<file path="src/rtl/i2c_controller_ebr_drainer.sv">
// I2C initiator: START, {target_addr,W}, byte_count EBR bytes from address 0 upward, STOP.
// Each bit is four quarters of CLK_DIV clocks; a peripheral holding SCL low freezes the quarter counter.
module i2c_controller_ebr_drainer #(
    parameter int CLK_DIV    = 30,
    parameter int EBR_ADDR_W = 9
) (
    input  logic                  clock,
    input  logic                  reset_n,
    input  logic                  i_scl,
    input  logic                  i_sda,
    output logic                  o_scl,
    output logic                  o_sda,
    input  logic                  start,
    input  logic                  src_select,
    input  logic [6:0]            target_addr,
    input  logic [EBR_ADDR_W:0]   byte_count,
    output logic                  ebr_select,
    output logic                  ebr_rden,
    output logic [EBR_ADDR_W-1:0] ebr_addr,
    input  logic [7:0]            ebr_data_in,
    output logic                  busy,
    output logic                  done,
    output logic                  nack_error,
    output logic [EBR_ADDR_W:0]   bytes_sent
);
    localparam int CW = $clog2(CLK_DIV);

    typedef enum logic [2:0] {
        S_IDLE, S_START, S_ADDR, S_ACK, S_FETCH, S_DATA, S_STOP
    } state_t;

    state_t                state, state_n;
    logic [CW-1:0]         qcnt;
    logic [1:0]            q;
    logic [2:0]            bitcnt;
    logic [7:0]            shreg;
    logic                  fetch_ph;
    logic                  in_data;
    logic [EBR_ADDR_W:0]   idx;
    logic [EBR_ADDR_W:0]   count_r;
    logic                  scl_d, sda_d;
    logic                  hold, qrun, tick, bit_end;

    assign hold    = o_scl & ~i_scl;
    assign qrun    = (state != S_IDLE) && (state != S_FETCH);
    assign tick    = qrun && !hold && (qcnt == CW'(CLK_DIV - 1));
    assign bit_end = tick && (q == 2'd3);
    assign busy    = (state != S_IDLE);
    assign ebr_addr = idx[EBR_ADDR_W-1:0];

    always_ff @(posedge clock or negedge reset_n) begin
        if (!reset_n) state <= S_IDLE;
        else          state <= state_n;
    end

    always_comb begin
        state_n  = state;
        scl_d    = 1'b1;
        sda_d    = 1'b1;
        ebr_rden = 1'b0;
        case (state)
            S_IDLE: begin
                if (start) state_n = S_START;
            end
            S_START: begin
                scl_d = (q == 2'd0);
                sda_d = 1'b0;
                if (tick && q == 2'd1) state_n = S_ADDR;
            end
            S_ADDR, S_DATA: begin
                scl_d = q[1];
                sda_d = shreg[7];
                if (bit_end && bitcnt == 3'd7) state_n = S_ACK;
            end
            S_ACK: begin
                scl_d = q[1];
                if (bit_end) begin
                    if (!i_sda && idx < count_r) state_n = S_FETCH;
                    else                         state_n = S_STOP;
                end
            end
            S_FETCH: begin
                scl_d    = 1'b0;
                ebr_rden = !fetch_ph;
                if (fetch_ph) state_n = S_DATA;
            end
            S_STOP: begin
                scl_d = (q != 2'd0);
                sda_d = q[1];
                if (bit_end) state_n = S_IDLE;
            end
            default: state_n = S_IDLE;
        endcase
    end

    always_ff @(posedge clock or negedge reset_n) begin
        if (!reset_n) begin
            o_scl      <= 1'b1;
            o_sda      <= 1'b1;
            done       <= 1'b0;
            fetch_ph   <= 1'b0;
            qcnt       <= '0;
            q          <= '0;
            bitcnt     <= '0;
            shreg      <= '0;
            in_data    <= 1'b0;
            idx        <= '0;
            count_r    <= '0;
            ebr_select <= 1'b0;
            nack_error <= 1'b0;
            bytes_sent <= '0;
        end else begin
            o_scl <= scl_d;
            // SDA may only move while SCL is already low, or while SCL stays high (START/STOP edges)
            if (!o_scl || scl_d) o_sda <= sda_d;
            done     <= (state == S_STOP) && (state_n == S_IDLE);
            fetch_ph <= (state == S_FETCH) && !fetch_ph;

            if (!qrun)      qcnt <= '0;
            else if (!hold) qcnt <= tick ? '0 : qcnt + 1'b1;

            if (state != state_n) q <= '0;
            else if (tick)        q <= q + 2'd1;

            if (state == S_IDLE && start) begin
                ebr_select <= src_select;
                count_r    <= byte_count;
                shreg      <= {target_addr, 1'b0};
                bitcnt     <= '0;
                idx        <= '0;
                in_data    <= 1'b0;
                nack_error <= 1'b0;
                bytes_sent <= '0;
            end

            if ((state == S_ADDR || state == S_DATA) && bit_end) begin
                shreg  <= {shreg[6:0], 1'b0};
                bitcnt <= bitcnt + 3'd1;
            end

            if (state == S_FETCH && fetch_ph) begin
                shreg   <= ebr_data_in;
                idx     <= idx + 1'b1;
                in_data <= 1'b1;
            end

            if (state == S_ACK && bit_end) begin
                if (i_sda)        nack_error <= 1'b1;
                else if (in_data) bytes_sent <= bytes_sent + 1'b1;
            end
        end
    end
endmodule

</file>
<file path="config.mk">
export PLATFORM = sky130hd
export DESIGN_NAME = i2c_controller_ebr_drainer
export DESIGN_NICKNAME = d
export VERILOG_FILES = /design/src/rtl/i2c_controller_ebr_drainer.sv
export SDC_FILE = /design/constraint.sdc
export NUM_CORES = 1
export LEC_CHECK = 0
export BUFFER_PORTS_ARGS = -buffer_cell sky130_fd_sc_hd__buf_2
export CORE_ASPECT_RATIO = 0.6
export CORE_MARGIN = 3
export CORE_UTILIZATION = 31
export DETAILED_ROUTE_END_ITERATION = 12
export PLACE_DENSITY = 0.57
export SYNTH_ARGS = -nofsm -noshare
export SYNTH_HDL_FRONTEND = slang
export SYNTH_SLANG_ARGS = --single-unit
</file>
<file path="constraint.sdc">
create_clock -name clock -period 3.5 [get_ports clock]
set_clock_uncertainty 0.2 [all_clocks]
set_input_delay 0.7 -clock clock [delete_from_list [all_inputs] [get_ports clock]]
set_output_delay 0.7 -clock clock [all_outputs]
set_load 0.02 [all_outputs]
</file>
-- Word-level counts from Yosys, hierarchy flattened
Index checks and enable logic that the tools add are counted.
- flip-flop bits (word level): 58
- input port bits: 31
- word-level logic and storage cells: 98
- add/sub/neg operators: 5
- magnitude comparators: 1
- equality and inequality tests: 13
- muxes and demuxes: 32
- bitwise operators: 2
- reduce and logical (&&, ||, !) cells: 30
- operators with widths (operator ; count):
    $mux W10 ; 6
    $mux W3 ; 8
    $mux W8 ; 3
    $add A10 B1 Y10 const B ; 2
    $pmux W3 S6 ; 1
    $mux W5 ; 3
    $logic_and A1 B1 Y1 ; 13
    $eq A3 B3 Y1 const B ; 4
    $lt A10 B10 Y1 ; 1
    $reduce_bool A2 Y1 ; 4
    $eq A3 B2 Y1 const B ; 2
    $logic_not A3 Y1 ; 2
    $mux W1 ; 6
    $mux W2 ; 3
    $reduce_bool A3 Y1 ; 2
    $add A5 B1 Y5 const B ; 1
    $eq A5 B5 Y1 const B ; 1
    $logic_not A1 Y1 ; 4
    $pmux W1 S4 ; 1
    $add A3 B1 Y3 const B ; 1
    $eq A3 B1 Y1 const B ; 1
    $ne A3 B3 Y1 ; 1
    $ne A3 B3 Y1 const B ; 1
    $pmux W1 S3 ; 1
    10 further kinds ; 11

-- Longest topological paths before layout
- depth in word-level cells: 11
- gate-level depth with buffers: 11
- depth with buffers taken out: 8

-- Worst setup path after synthesis
OpenSTA, ideal clock, no wires.
- kind: reg-to-reg
- from: register state[1]
- to: register bytes_sent[5]
- data arrival time: 2.308 ns
- data required time: 3.222 ns
- slack: 0.914 ns
- cell stages (with the launch flop): 11
- period minus slack after synthesis: 2.586 ns
- cell sequence: dfrtp_1 -> clkbuf_1 -> inv_1 -> ha_1 -> buf_4 -> inv_1 -> nand3_2 -> nor4b_4 -> nand4_4 -> or3_1 -> a21boi_1
- word-level cells in the longest chain between the ends: 7
- elaborated cells on any way between the ends: 14
- RTL lines (what ; line ; source):
    start: declaration ; 32 ; state_t state, state_n;
    start signal: assignment ; 53 ; else state <= state_n;
    $ne A3 B3 Y1 / $reduce_bool A3 Y1 (equally long branches) ; 45 ; assign qrun = (state != S_IDLE) && (state != S_FETCH);
    $logic_and A1 B1 Y1 ; 45 ;
    $logic_and A1 B1 Y1 (2 in series) ; 46 ; assign tick = qrun && !hold && (qcnt == CW'(CLK_DIV - 1));
    $logic_and A1 B1 Y1 ; 47 ; assign bit_end = tick && (q == 2'd3);
    $logic_and A1 B1 Y1 ; 147 ; if (state == S_ACK && bit_end) begin
    $mux W10 * ; 147 ;
    end signal: assignment ; 149 ; else if (in_data) bytes_sent <= bytes_sent + 1'b1;
    end: declaration ; 24 ; output logic [EBR_ADDR_W:0] bytes_sent
Mark *: on every way between the ends. The rest lies on a longest branch, timed or not.
A chain may end at the register's enable or synchronous reset.

-- Worst setup path after layout
- from: register state[1]
- to: output port ebr_rden
- word-level cells in the longest chain between the ends: 2
- RTL lines (what ; line ; source):
    $eq A3 B3 Y1 ; 61 ; case (state)
    $mux W1 ; 61 ;
    end: declaration ; 18 ; output logic ebr_rden,
No other way between the ends.

==> impl_metrics.tcl <==
set metrics [dict create \
    status "completed" \
    cts_root_buf "clkbuf_16" \
    via_per_inst 5.09 \
    finalSetupTns_ns 0 \
    gp_congestion 0.946 \
    critical_path_required_ns 2.60 \
    cp-end-kind "primary output" \
    p_per_area_mw_per_mm2 607 \
    max_slew_margin_pct 54.0 \
    h-tree-depth 3 \
    dieWidth_um 139 \
    synth_seq_cells 58 \
    r2r_end "bytes_sent[5]" \
    r2r-start "state[1]" \
    worstMarginPinSlew_ns 0.684 \
    cts.sinks 58 \
    coreArea_sq_mm 0.0101 \
    multi_input_area_sq_mm 0.00164 \
    worstSetupPathType "flop to primary output" \
    cts_tree "built" \
    maxCapViolations 0 \
    final.min_clock_period_ns 2.97 \
    cp.arrival_ns 2.07 \
    syn2layout_area_growth_pct 20.0 \
    worstSetupStartpointType "flop" \
    io_buffers 56 \
    hp-class "input port to asynchronous set/reset pin" \
    start_util_pct 32.7 \
    final-max-slew-violation-count 0 \
    drt_pass1_iterations 4 \
    synth-edff-count 0 \
    synth_nets 396 \
    setup_viol 0 \
    grt_first_pass_wirelength_um 14000 \
    p_leak_nw 1.92 \
    fp-row-count 28 \
    grt_overflow 0 \
    drt-initial-drc-count 214 \
    drc 0 \
    final_nets 447 \
    num_io_pins 57 \
    die_y_um 85.9 \
    cts_buffers 9 \
    utilization_pct 39.2 \
    clock_path_buffers 2 \
    synth_async_sr_flop_share_pct 100 \
    r2r_cells 8 \
    antenna_left 0 \
    layout-drive-gt1-share_pct 24.3 \
    r2r_slack_ns 0.55 \
    post_synth_num_cell_types 47 \
    clk_pin_slew_ns 0.05 \
    synth_area_leaders "dfrtp_1 (43%), ha_1 (8.4%), o21ai_0 (5.2%)" \
    cts_resized 0 \
    hpwlAfterDp_um 6220 \
    syn_area_sq_mm 0.00330 \
    antenna_cells 0 \
    yosysWarnings 0 \
    seq_area_sq_mm 0.00145 \
    die_area_sq_mm 0.0119 \
    yosysTopAreaCellShare_pct 42.5 \
    cp_max_fo 18 \
    rsz0062_at_grt "no" \
    grt.total_usage_pct 15.0 \
    finalHoldViolations 0 \
    finalCritPeriodShare_pct 84.9 \
    netlist_instances 343 \
    cts_setup_buffers 0 \
    routed_wl_um 8430 \
    vdd_drop_max_v 0.000304 \
    vias 2718 \
    fmax_mhz 336 \
    wire_per_inst_um 15.8 \
    grt_pass1_vias 2696 \
    grt_max_degree 39 \
    seq_area_frac_synth_pct 44.1 \
    cts_hold_buffers 0 \
    synthFlopType "dfrtp_1" \
    syn_area_per_cell_sq_um 9.61 \
    antenna_found_initial 0 \
    clock_latency_ns 0.32 \
    synth_top_cell_by_area "dfrtp_1" \
    fillerInstances 1011 \
]
## cells in the final DEF (no fill, tap or decap), drive strengths merged, types with 15 or more instances in the layout
cell type,count
mux2,15
o21ai,34
ha,22
inv,19
nor2,19
nand3,18
nand2,42
dfrtp,56
buf,61
## worst max path at each step
stage                        start       endpoint  slack, ns  cells past startpoint
after detailed placement  state[1]  bytes_sent[5]       0.59                      8
after global placement    state[1]  bytes_sent[5]       0.75                      8
after floorplan           state[1]  bytes_sent[5]       0.91                     10
final                     state[1]       ebr_rden       0.53                      5
after global routing      state[1]       shreg[5]       0.32                      8
after CTS                 state[1]       ebr_rden       0.51                      5
## state kept, by name (all words and copies together), names as in the netlist, 2 cells and up
signal,flops
bytes_sent,10
count_r,10
idx,10
shreg,8
qcnt,5
bitcnt,3
state,3
q,2
## cells by family (layout without fill, tap and decap cells)
logic type | count (synthesis) | count (layout) | synth area share, %
adder cells (fa/ha/maj) | 22 | 22 | 8.35
multiplexers | 18 | 18 | 6.04
AO/OA/AOI/OAI | 83 | 83 | 15.6
AND/OR/NAND/NOR | 122 | 122 | 19.9
buffers and inverters | 40 | 96 | 6.04
flip-flops | 58 | 58 | 44.1
## Yosys cell counts (2+ instances only)
master     number
a21oi_1        11
o31ai_1         4
clkbuf_1        7
o22ai_1        14
buf_4          13
nand2_1        42
mux2i_1         3
and3_1         11
nand3b_1        3
nand2b_1        5
nor4b_4         2
dfstp_2         2
nor2_1         19
inv_1          19
nor2b_1         3
ha_1           22
mux2_2         15
nand4_1        11
nand3_1        17
a32o_1          2
o211ai_1        3
dfrtp_1        56
o2111ai_1       2
o21ai_0        34
## critical path: stages, from the launching register on
cell	delay, ns
dfrtp_1	0.48
inv_1	0.17
ha_1	0.57
nand2_1	0.14
nor2_1	0.17
buf_2	0.20
## per-layer routing
metal | wire length (um) | track usage [%] | vias up
met5 | 0 | 0 | -
met4 | 140 | 5.15 | 0
met3 | 611 | 4.96 | 11
met2 | 3440 | 21.0 | 79
met1 | 4240 | 21.6 | 1283
li1 | - | - | 1345
## area by class of cell
| cell class | instances | share of cell area, % |
|---|---|---|
| inverter | 19 | 1.80 |
| multi-input combinational | 245 | 41.6 |
| tap | 135 | 4.27 |
| timing repair buffer | 61 | 8.04 |
| sequential | 58 | 36.8 |
| clock buffer | 14 | 6.68 |
| clock inverter | 2 | 0.886 |
## where the power goes
| part | leakage, nW | total, mW | internal (mW) | switching (mW) |
|---|---|---|---|---|
| Clock | 0.147 | 0.879 | 0.588 | 0.290 |
| Combinational | 1.02 | 0.618 | 0.260 | 0.358 |
| Sequential | 0.753 | 0.902 | 0.814 | 0.0880 |
| Total | 1.92 | 2.40 | 1.66 | 0.736 |
## through the flow
| stage | instance area, sq um | std cells | hold WS, ns | power [mW] | setup WS (ns) |
|---|---|---|---|---|---|
| global route | 3950 | 534 | 0.211 | 2.56 | 0.318 |
| detailed placement | 3650 | 518 | 0.279 | 1.53 | 0.593 |
| global placement | 3650 | 518 | 0.266 | 1.51 | 0.748 |
| floorplan | 3300 | 343 | 0.204 | 1.35 | 0.914 |
| finish | 3950 | 534 | 0.156 | 2.40 | 0.528 |
| CTS | 3950 | 534 | 0.179 | 2.44 | 0.509 |
No activity file was read; power rests on OpenSTA's default activity.
